File: src/rtl/cdb_arbiter.sv
// cdb_arbiter: common-data-bus arbiter. Each functional unit owns one holding
// slot (busy/tag/value); a round-robin search picks one busy slot per cycle
// and broadcasts it on registered CDB outputs.
// Optional build macro: CDB_STATS_EN adds bcast_count/stall_count outputs.
module cdb_arbiter #(
    parameter int NUM_FU = 5,
    parameter int TAG_W  = 6,
    parameter int DATA_W = 32
) (
    input  logic                     clock,
    input  logic                     reset,
    input  logic [NUM_FU-1:0]        fu_done,
    input  logic [NUM_FU*TAG_W-1:0]  fu_tag,
    input  logic [NUM_FU*DATA_W-1:0] fu_value,
    output logic [NUM_FU-1:0]        fu_ready,
    input  logic                     squash,
    output logic                     cdb_valid,
    output logic [TAG_W-1:0]         cdb_tag,
    output logic [DATA_W-1:0]        cdb_value,
`ifdef CDB_STATS_EN
    output logic [31:0]              bcast_count,
    output logic [31:0]              stall_count,
`endif
    output logic [NUM_FU-1:0]        cdb_fu
);

    localparam int PTR_W = (NUM_FU > 1) ? $clog2(NUM_FU) : 1;
    localparam int PW1   = PTR_W + 1;

    // Holding slots, one per functional unit
    logic [NUM_FU-1:0] busy_q;
    logic [NUM_FU-1:0] busy_d;
    logic [TAG_W-1:0]  slot_tag_q   [NUM_FU];
    logic [DATA_W-1:0] slot_value_q [NUM_FU];

    // Round-robin pointer: the slot searched first on the next grant
    logic [PTR_W-1:0] rr_ptr_q;
    logic [PTR_W-1:0] rr_ptr_d;

    // Grant selection
    logic [PTR_W-1:0]  rot_idx [NUM_FU];
    logic              grant_any;
    logic [PTR_W-1:0]  grant_idx;
    logic [NUM_FU-1:0] grant_oh;
    logic [NUM_FU-1:0] accept;

    // Registered broadcast stage
    logic              cdb_valid_q, cdb_valid_d;
    logic [TAG_W-1:0]  cdb_tag_q,   cdb_tag_d;
    logic [DATA_W-1:0] cdb_value_q, cdb_value_d;
    logic [NUM_FU-1:0] cdb_fu_q,    cdb_fu_d;

    genvar gi;

    // rot_idx[k] is the slot visited k steps after rr_ptr, wrapping at NUM_FU.
    // rr_ptr is always below NUM_FU, so one conditional subtract suffices.
    for (gi = 0; gi < NUM_FU; gi++) begin : g_rot
        logic [PTR_W:0] sum;
        assign sum          = {1'b0, rr_ptr_q} + PW1'(gi);
        assign rot_idx[gi]  = (sum >= PW1'(NUM_FU)) ? PTR_W'(sum - PW1'(NUM_FU))
                                                    : sum[PTR_W-1:0];
    end

    // Pick the first busy slot in rotated order; scanning backwards lets the
    // earliest hit win without a break.
    always_comb begin
        grant_any = 1'b0;
        grant_idx = '0;
        for (int k = NUM_FU - 1; k >= 0; k--) begin
            if (busy_q[rot_idx[k]]) begin
                grant_any = 1'b1;
                grant_idx = rot_idx[k];
            end
        end
    end

    // One-hot grant, ready and accept per slot. A slot being granted this
    // cycle frees up at the edge, so it may be reloaded in the same cycle.
    // Nothing is accepted while reset or squash is active.
    for (gi = 0; gi < NUM_FU; gi++) begin : g_slot
        assign grant_oh[gi] = grant_any && (grant_idx == PTR_W'(gi));
        assign fu_ready[gi] = (!busy_q[gi] || grant_oh[gi]) && !squash && !reset;
        assign accept[gi]   = fu_done[gi] && fu_ready[gi];
    end

    // Busy bits: squash empties everything; otherwise the granted slot drains
    // and any accepted slot fills (a reload wins over the drain).
    always_comb begin
        busy_d = (busy_q & ~grant_oh) | accept;
        if (squash) begin
            busy_d = '0;
        end
    end

    // Broadcast next-state: the granted slot goes out unless squashed; when
    // idle, valid and source drop while tag/value keep their last contents.
    always_comb begin
        cdb_valid_d = 1'b0;
        cdb_fu_d    = '0;
        cdb_tag_d   = cdb_tag_q;
        cdb_value_d = cdb_value_q;
        rr_ptr_d    = rr_ptr_q;
        if (grant_any && !squash) begin
            cdb_valid_d = 1'b1;
            cdb_fu_d    = grant_oh;
            cdb_tag_d   = slot_tag_q[grant_idx];
            cdb_value_d = slot_value_q[grant_idx];
            rr_ptr_d    = (grant_idx == PTR_W'(NUM_FU - 1)) ? '0
                                                            : grant_idx + PTR_W'(1);
        end
    end

    // Control state and broadcast register update
    always_ff @(posedge clock) begin
        if (reset) begin
            busy_q      <= '0;
            rr_ptr_q    <= '0;
            cdb_valid_q <= 1'b0;
            cdb_fu_q    <= '0;
            cdb_tag_q   <= '0;
            cdb_value_q <= '0;
        end else begin
            busy_q      <= busy_d;
            rr_ptr_q    <= rr_ptr_d;
            cdb_valid_q <= cdb_valid_d;
            cdb_fu_q    <= cdb_fu_d;
            cdb_tag_q   <= cdb_tag_d;
            cdb_value_q <= cdb_value_d;
        end
    end

    // Slot payload storage; only written on accept, contents are meaningless
    // while the busy bit is clear so no reset is needed.
    always_ff @(posedge clock) begin
        for (int i = 0; i < NUM_FU; i++) begin
            if (accept[i]) begin
                slot_tag_q[i]   <= fu_tag[i*TAG_W +: TAG_W];
                slot_value_q[i] <= fu_value[i*DATA_W +: DATA_W];
            end
        end
    end

    assign cdb_valid = cdb_valid_q;
    assign cdb_tag   = cdb_tag_q;
    assign cdb_value = cdb_value_q;
    assign cdb_fu    = cdb_fu_q;

`ifdef CDB_STATS_EN
    logic [31:0] bcast_count_q;
    logic [31:0] stall_count_q;

    // Broadcast and stall event counters; frozen during squash
    always_ff @(posedge clock) begin
        if (reset) begin
            bcast_count_q <= '0;
            stall_count_q <= '0;
        end else if (!squash) begin
            if (cdb_valid_d) begin
                bcast_count_q <= bcast_count_q + 32'd1;
            end
            if (|(fu_done & ~fu_ready)) begin
                stall_count_q <= stall_count_q + 32'd1;
            end
        end
    end

    assign bcast_count = bcast_count_q;
    assign stall_count = stall_count_q;
`endif

endmodule

File: config.mk
export PLATFORM = sky130hd
export DESIGN_NAME = cdb_arbiter
export DESIGN_NICKNAME = d
export VERILOG_FILES = /design/src/rtl/cdb_arbiter.sv
export SDC_FILE = /design/constraint.sdc
export NUM_CORES = 1
export LEC_CHECK = 0
export ABC_AREA = 1
export CORE_UTILIZATION = 60
export CTS_BUF_LIST = sky130_fd_sc_hd__clkbuf_8 sky130_fd_sc_hd__clkbuf_16
export DETAILED_ROUTE_END_ITERATION = 10
export DONT_BUFFER_PORTS = 1
export HOLD_SLACK_MARGIN = 0.05
export PLACE_DENSITY = 0.76
export RECOVER_POWER = 100
export SLEW_MARGIN = 20
export SYNTH_ARGS = -nofsm -noshare
export SYNTH_HDL_FRONTEND = slang
export SYNTH_SLANG_ARGS = --single-unit
File: constraint.sdc
create_clock -name clock -period 7.15 [get_ports clock]
set_input_delay 1.0725 -clock clock [delete_from_list [all_inputs] [get_ports clock]]
set_output_delay 1.0725 -clock clock [all_outputs]
set_load 0.02 [all_outputs]
==> flow_summary.toml, run 1 <==
[clock_network]
cts_max_path_buffers = 3
cts.htree.levels = 1
clkLatencyLatePin_ns = 0.52
ctsHoldBuffers = 0
cts_sinks = 242
ctsResizeCount = 0
clock-root-buffer = "clkbuf_16"
cts_tree = "built"
postCtsSetupBuffers = 0
clk_pin_slew_ns = 0.06
numCtsBuffers = 25

[setup_path]
cp_common_cell = "nand2_1"
crit_family = "simple AND/OR/NAND/NOR gates"
worst-path-buf-inv = 2
cp.required_ns = 6.08
cp_slowest_cell = "nand2_1"
critPathCaptureType = "output pin"
reg2reg_from = "rr_ptr_q[1]$_SDFFE_PP0P_"
critPathLaunchType = "flop"
r2r-end = "slot_value_q[0][8]$_DFFE_PP_"
crit_fanout = 39
rr_worst_depth = 18
r2r_slack_ns = 1.43
cp_slowest_stage_delay_ns = 1.16
crit_arrival_ns = 4.98
critPathKind = "flop to output pin"
path_cells = "inv_1 -> ha_1 -> a21oi_4 -> o21ai_4 -> xor2_1 -> nand2_1 -> nand3_1 -> nand2_1 -> nand2_1 -> nand2_1 -> nand2_1 -> nand2_4 -> ha_1 -> ha_1 -> nand2_1 -> nand2_1 -> inv_1 -> nor2_1"

[floorplanning]
start_util_pct = 61.3
die_area_um2 = 18100
die_h_um = 135
coreArea_um2 = 17200
io_pins = 247
die-width_um = 135
rows = 48

[cells_and_area]
drive_above_1_share_pct = 4.94
layout.nets = 1264
area_delta_synth_final_pct = 8.49
num-fill-cells = 1320

[sta]
worst_pin_slew_ns = 2.45
tns_ns = 0
rsz0062_at_grt = "no"
max_clock_freq_mhz = 165
period_share_pct = 84.6
skew_ns = 0.0255
finalHoldViolations = 0
slew_headroom_pct = -63.4
setup_viol = 0
finalMaxSlewViolations = 158
final.min_clock_period_ns = 6.05

[min_path]
holdCritStartpoint = "busy_q[0]$_SDFF_PP0_"
holdPathStages = 2
hold_end = "busy_q[0]$_SDFF_PP0_"
hp-class = "flop to flop"

[yosys]
ys_top_cells_by_area = "edfxtp_1 (54%), dfxtp_1 (9.9%), nand2_1 (9.7%), nand3_1 (7.1%), inv_1 (5.5%)"
yosysSeqAreaShare_pct = 63.9
ys_async_sr_fraction_pct = 0
synth_nets = 1276
synth_warnings = 0
yosys.area_share.simple_pct = 21.0
syn_avg_cell_area_um2 = 9.91
synth_top_family_by_area = "simple AND/OR/NAND/NOR gates"
synth-compound-area-share_pct = 5.25
synth-seq-cells = 242
yosysTopAreaCellShare_pct = 54.0
netlist_area_um2 = 10600
ys_types = 36
synthCells = 1066
yosysTopAreaCell = "edfxtp_1"
synthMuxAreaShare_pct = 0
synthAdderAreaFrac_pct = 1.49
synth-xor-area-share_pct = 0.486
synth_flop_cell = "edfxtp_1"
synth_edf_count = 190

[placed_design]
dpl.hpwl_mm = 16.1
gp_congestion = 0.890
port-buffer-count = 0

[run]
drv_cap = 3

[global_route]
grt_first_pass_wirelength_mm = 38.8
grt_pass1_vias = 6944
antenna_found_initial = 2
grt_overflow = 0
grt_use_total_pct = 28.6
grt_max_degree = 79

[run_status]
violations = "capacitance limit, slew limit"
status = "complete, but fails checks"

[drt]
drc = 0
antenna_left = 0
post_drt_wl_per_cell_um = 20.0
drtIter0Drc = 596
viasPerCell = 5.69
vias = 7402
drt-total-wl_mm = 26.0
dr.pass1.iters = 5
-- routing by layer --
metal / vias up / GRT usage [%] / share of wire (%)
li1: 3518 / - / -
met1: 3475 / 37.6 / 41
met2: 341 / 46.7 / 47
met3: 68 / 6.42 / 8.5
met4: 0 / 10.5 / 3.2
met5: - / 0 / 0
-- registers in the layout, summed over array words and instances (netlist names) --
name,flops
busy_q,5
cdb_fu,5
cdb_tag,6
cdb_valid,1
cdb_value,32
rr_ptr_q,3
slot_tag_q,30
slot_value_q,160
-- through the flow --
stage	hold slack (ns)	cells	instance area, µm²	setup slack, ns	utilization, %
after floorplan	0.461	1066	10600	1.08	-
after global placement	0.496	1252	10800	2.13	62.4
after detailed placement	0.500	1252	10800	2.12	62.4
after CTS	0.513	1298	11500	1.55	66.8
after global routing	0.573	1299	11500	0.684	66.5
final	0.506	1300	11500	1.10	66.5
-- cells in the mapped netlist (2+ instances only) --
master      n
a21oi_1    50
buf_1       2
buf_2      25
buf_4       2
clkbuf_1   20
clkinv_1    2
dfxtp_1    52
edfxtp_1  190
ha_1       11
inv_1     154
inv_2       3
nand2_1   272
nand3_1   149
nand3b_1   39
nand4_1     2
nor2_1     19
nor3_1      6
o211ai_1    2
o21ai_0    45
o21ai_1     3
xor2_1      3
-- cells in the final DEF, fill, tap and decap left out, types with 19 or more instances in the layout --
cell type	count
a21oi_1	50
clkbuf_16	25
dfxtp_1	52
edfxtp_1	190
inv_1	160
nand2_1	270
nand3_1	149
nand3b_1	39
nor2_1	19
o21ai_0	46
-- final cells by class --
type | instances | area, µm² | area share (%)
repair buffers | 12 | 73.8 | 0.644
clock buffers | 25 | 626 | 5.46
flip-flops and latches | 242 | 6750 | 58.9
inverters | 159 | 597 | 5.21
diodes | 2 | 5.00 | 0.0437
clock inverters | 21 | 144 | 1.26
multi-input cells | 614 | 2990 | 26.1
well taps | 225 | 282 | 2.46
-- worst max path at each step --
stage                            endpoint  slack [ns]                startpoint  cells after the start
2_1_floorplan  slot_tag_q[3][0]$_DFFE_PP_        1.08  rr_ptr_q[0]$_SDFFE_PP0P_                     24
3_3_place_gp                  fu_ready[3]        2.13  rr_ptr_q[0]$_SDFFE_PP0P_                     21
3_5_place_dp                  fu_ready[3]        2.12  rr_ptr_q[1]$_SDFFE_PP0P_                     18
4_1_cts                       fu_ready[3]        1.55  rr_ptr_q[1]$_SDFFE_PP0P_                     18
5_1_grt                       fu_ready[0]        0.68  rr_ptr_q[1]$_SDFFE_PP0P_                     17
6_report                      fu_ready[3]        1.10  rr_ptr_q[1]$_SDFFE_PP0P_                     18
-- worst register-to-register path, stage by stage, from the launching register on --
cell and delay (ns):
dfxtp_1 0.44, inv_1 0.18, ha_1 0.27, a21oi_4 0.26
o21ai_4 0.12, xor2_1 0.23, nand2_1 0.08, nand3_1 0.09
nand2_1 0.05, nand2_1 0.09, nand2_1 0.11, nand2_1 1.16
nand2_4 0.48, nor2_1 0.27, nand3_1 0.12, nand2_1 0.11
inv_1 0.05, nor3_1 0.18, clkbuf_2 0.99
-- cells by family (layout without fill, tap and decap cells) --
kind of cell / count (synthesis) / count (layout)
other: 0 / 2
and+or+nand+nor: 493 / 493
buffers and inverters: 210 / 217
xor gates and xnor gates: 5 / 5
DFF: 242 / 242
AOI/OAI and AO/OA: 104 / 104
adders and majority gates: 12 / 12
Power of run 1 is not shown: default switching activity piles up to over one toggle a cycle in this logic, so the estimate is an artifact.
==> run 2, diff against run 1 <==
==> constraint.sdc (replaced) <==
create_clock -name clock -period 6.21 [get_ports clock]
set_input_delay 0.9315 -clock clock [delete_from_list [all_inputs] [get_ports clock]]
set_output_delay 0.9315 -clock clock [all_outputs]
set_load 0.02 [all_outputs]
==> flow_summary.toml, run 2 (synthesis gave the netlist of run 1 again) <==
[setup_path]
crit_arrival_ns = 4.39
crit_fanout = 24
critPathKind = "flop to output pin"
critPathLaunchType = "flop"
cp.required_ns = 5.28
critPathCaptureType = "output pin"

[clock_network]
cts_max_path_buffers = 3
cts.htree.levels = 1
clkLatencyLatePin_ns = 0.53
numCtsBuffers = 25
ctsResizeCount = 0
ctsHoldBuffers = 0
cts_sinks = 242
clk_pin_slew_ns = 0.06
cts_tree = "built"
clock-root-buffer = "clkbuf_16"
postCtsSetupBuffers = 0

[floorplanning]
die_area_um2 = 18100
start_util_pct = 61.3
die-width_um = 135
die_h_um = 135
coreArea_um2 = 17200
io_pins = 247
rows = 48

[cells_and_area]
layout.nets = 1267
regArea_um2 = 6750
area_delta_synth_final_pct = 8.86
mostFrequentLayoutCell = "nand2_1"
largest_register_ffs = 160
layout_common_cells = "nand2_1 (270), edfxtp_1 (190), inv_1 (164), nand3_1 (149), dfxtp_1 (52)"
multi_input_area_um2 = 3000
num-fill-cells = 1319
largest-register = "slot_value_q"
drive_above_1_share_pct = 5.30

[global_route]
grt_pass1_vias = 6979
grt_use_total_pct = 28.6
grt_first_pass_wirelength_mm = 38.7
grt_overflow = 0
antenna_found_initial = 7
grt_max_degree = 72

[run_status]
violations = "capacitance limit, slew limit"
status = "complete, but fails checks"

[drt]
antenna_left = 0
vias = 7400
dr.pass1.iters = 5
drc = 0
post_drt_wl_per_cell_um = 20.1
drtIter0Drc = 560
drt-total-wl_mm = 26.3
viasPerCell = 5.65

[min_path]
hp-class = "primary input to flop"

[sta]
max_clock_freq_mhz = 188
worst_pin_slew_ns = 1.63
finalHoldViolations = 0
finalMaxSlewViolations = 43
setup_viol = 0
tns_ns = 0
rsz0062_at_grt = "no"
final.min_clock_period_ns = 5.33
skew_ns = 0.00900
period_share_pct = 85.8
slew_headroom_pct = -8.91
hold_slack_ns = 0.467

[placed_design]
port-buffer-count = 0
dpl.hpwl_mm = 16.4
gp_congestion = 0.855

[run]
drv_cap = 1
-- run 2: worst paths after layout --
| kind | endpoint | from | depth (start not counted) | slack, ns |
|---|---|---|---|---|
| setup / recovery | fu_ready[0] | rr_ptr_q[0]$_SDFFE_PP0P_ | 24 | 0.88 |
| setup reg to reg | slot_value_q[2][20]$_DFFE_PP_ | rr_ptr_q[0]$_SDFFE_PP0P_ | 21 | 1.09 |
| hold / removal | cdb_value[26]$_SDFFE_PP0P_ | reset | 1 | 0.47 |
| hold reg to reg | busy_q[0]$_SDFF_PP0_ | busy_q[0]$_SDFF_PP0_ | 2 | 0.50 |
-- run 2: final cells by class --
| cell class | instances | share of cell area, % |
|---|---|---|
| diodes | 8 | 0.174 |
| clock buffers | 26 | 5.56 |
| clock inverters | 20 | 1.07 |
| inverters | 159 | 5.19 |
| multi-input cells | 614 | 26.1 |
| flip-flops and latches | 242 | 58.7 |
| well taps | 225 | 2.45 |
| repair buffers | 15 | 0.816 |
-- run 2: routing by layer --
metal | up-vias | global-route usage [%] | wire [µm]
met1 | 3421 | 36.3 | 10400
met5 | - | 0 | 13
met2 | 385 | 45.2 | 12300
met4 | 2 | 14.0 | 996
li1 | 3525 | - | -
met3 | 67 | 8.33 | 2530
-- run 2: critical path: stages (launching register included) --
cell	delay, ns
dfxtp_1	0.31
buf_4	0.24
clkinv_1	0.31
ha_1	0.33
ha_1	0.32
nand2_1	0.12
nand2_1	0.13
o21ai_0	0.27
nand3_1	0.11
nand2_1	0.09
nand3_1	0.08
nand2_1	0.07
inv_1	0.03
nand2_1	0.04
nand2_1	0.04
nand2_1	0.05
nand2_1	0.07
inv_2	0.28
buf_4	0.40
nor2_1	0.10
nand3_1	0.10
nand2_1	0.07
inv_1	0.08
nor2_1	0.04
clkbuf_1	0.18
-- run 2: stage by stage --
stage | cells | util (%) | instance area (µm²) | setup WS [ns]
final | 1309 | 66.7 | 11500 | 0.884
after global routing | 1308 | 66.7 | 11500 | 0.411
after CTS | 1301 | 66.9 | 11500 | 0.923
after detailed placement | 1255 | 62.5 | 10800 | 1.48
after global placement | 1255 | 62.5 | 10800 | 1.56
after floorplan | 1066 | - | 10600 | 0.139
Power of run 2 is left out for the same reason.
==> run 3, diff against run 2 <==
--- a/config.mk
+++ b/config.mk
@@ -17,3 +17,4 @@
 export SYNTH_ARGS = -nofsm -noshare
 export SYNTH_HDL_FRONTEND = slang
 export SYNTH_SLANG_ARGS = --single-unit
+export TNS_END_PERCENT = 30
==> results of run 3 <==
Final layout, timing and power as in run 2 (identical DEF).
Power of run 3 is left out for the same reason.
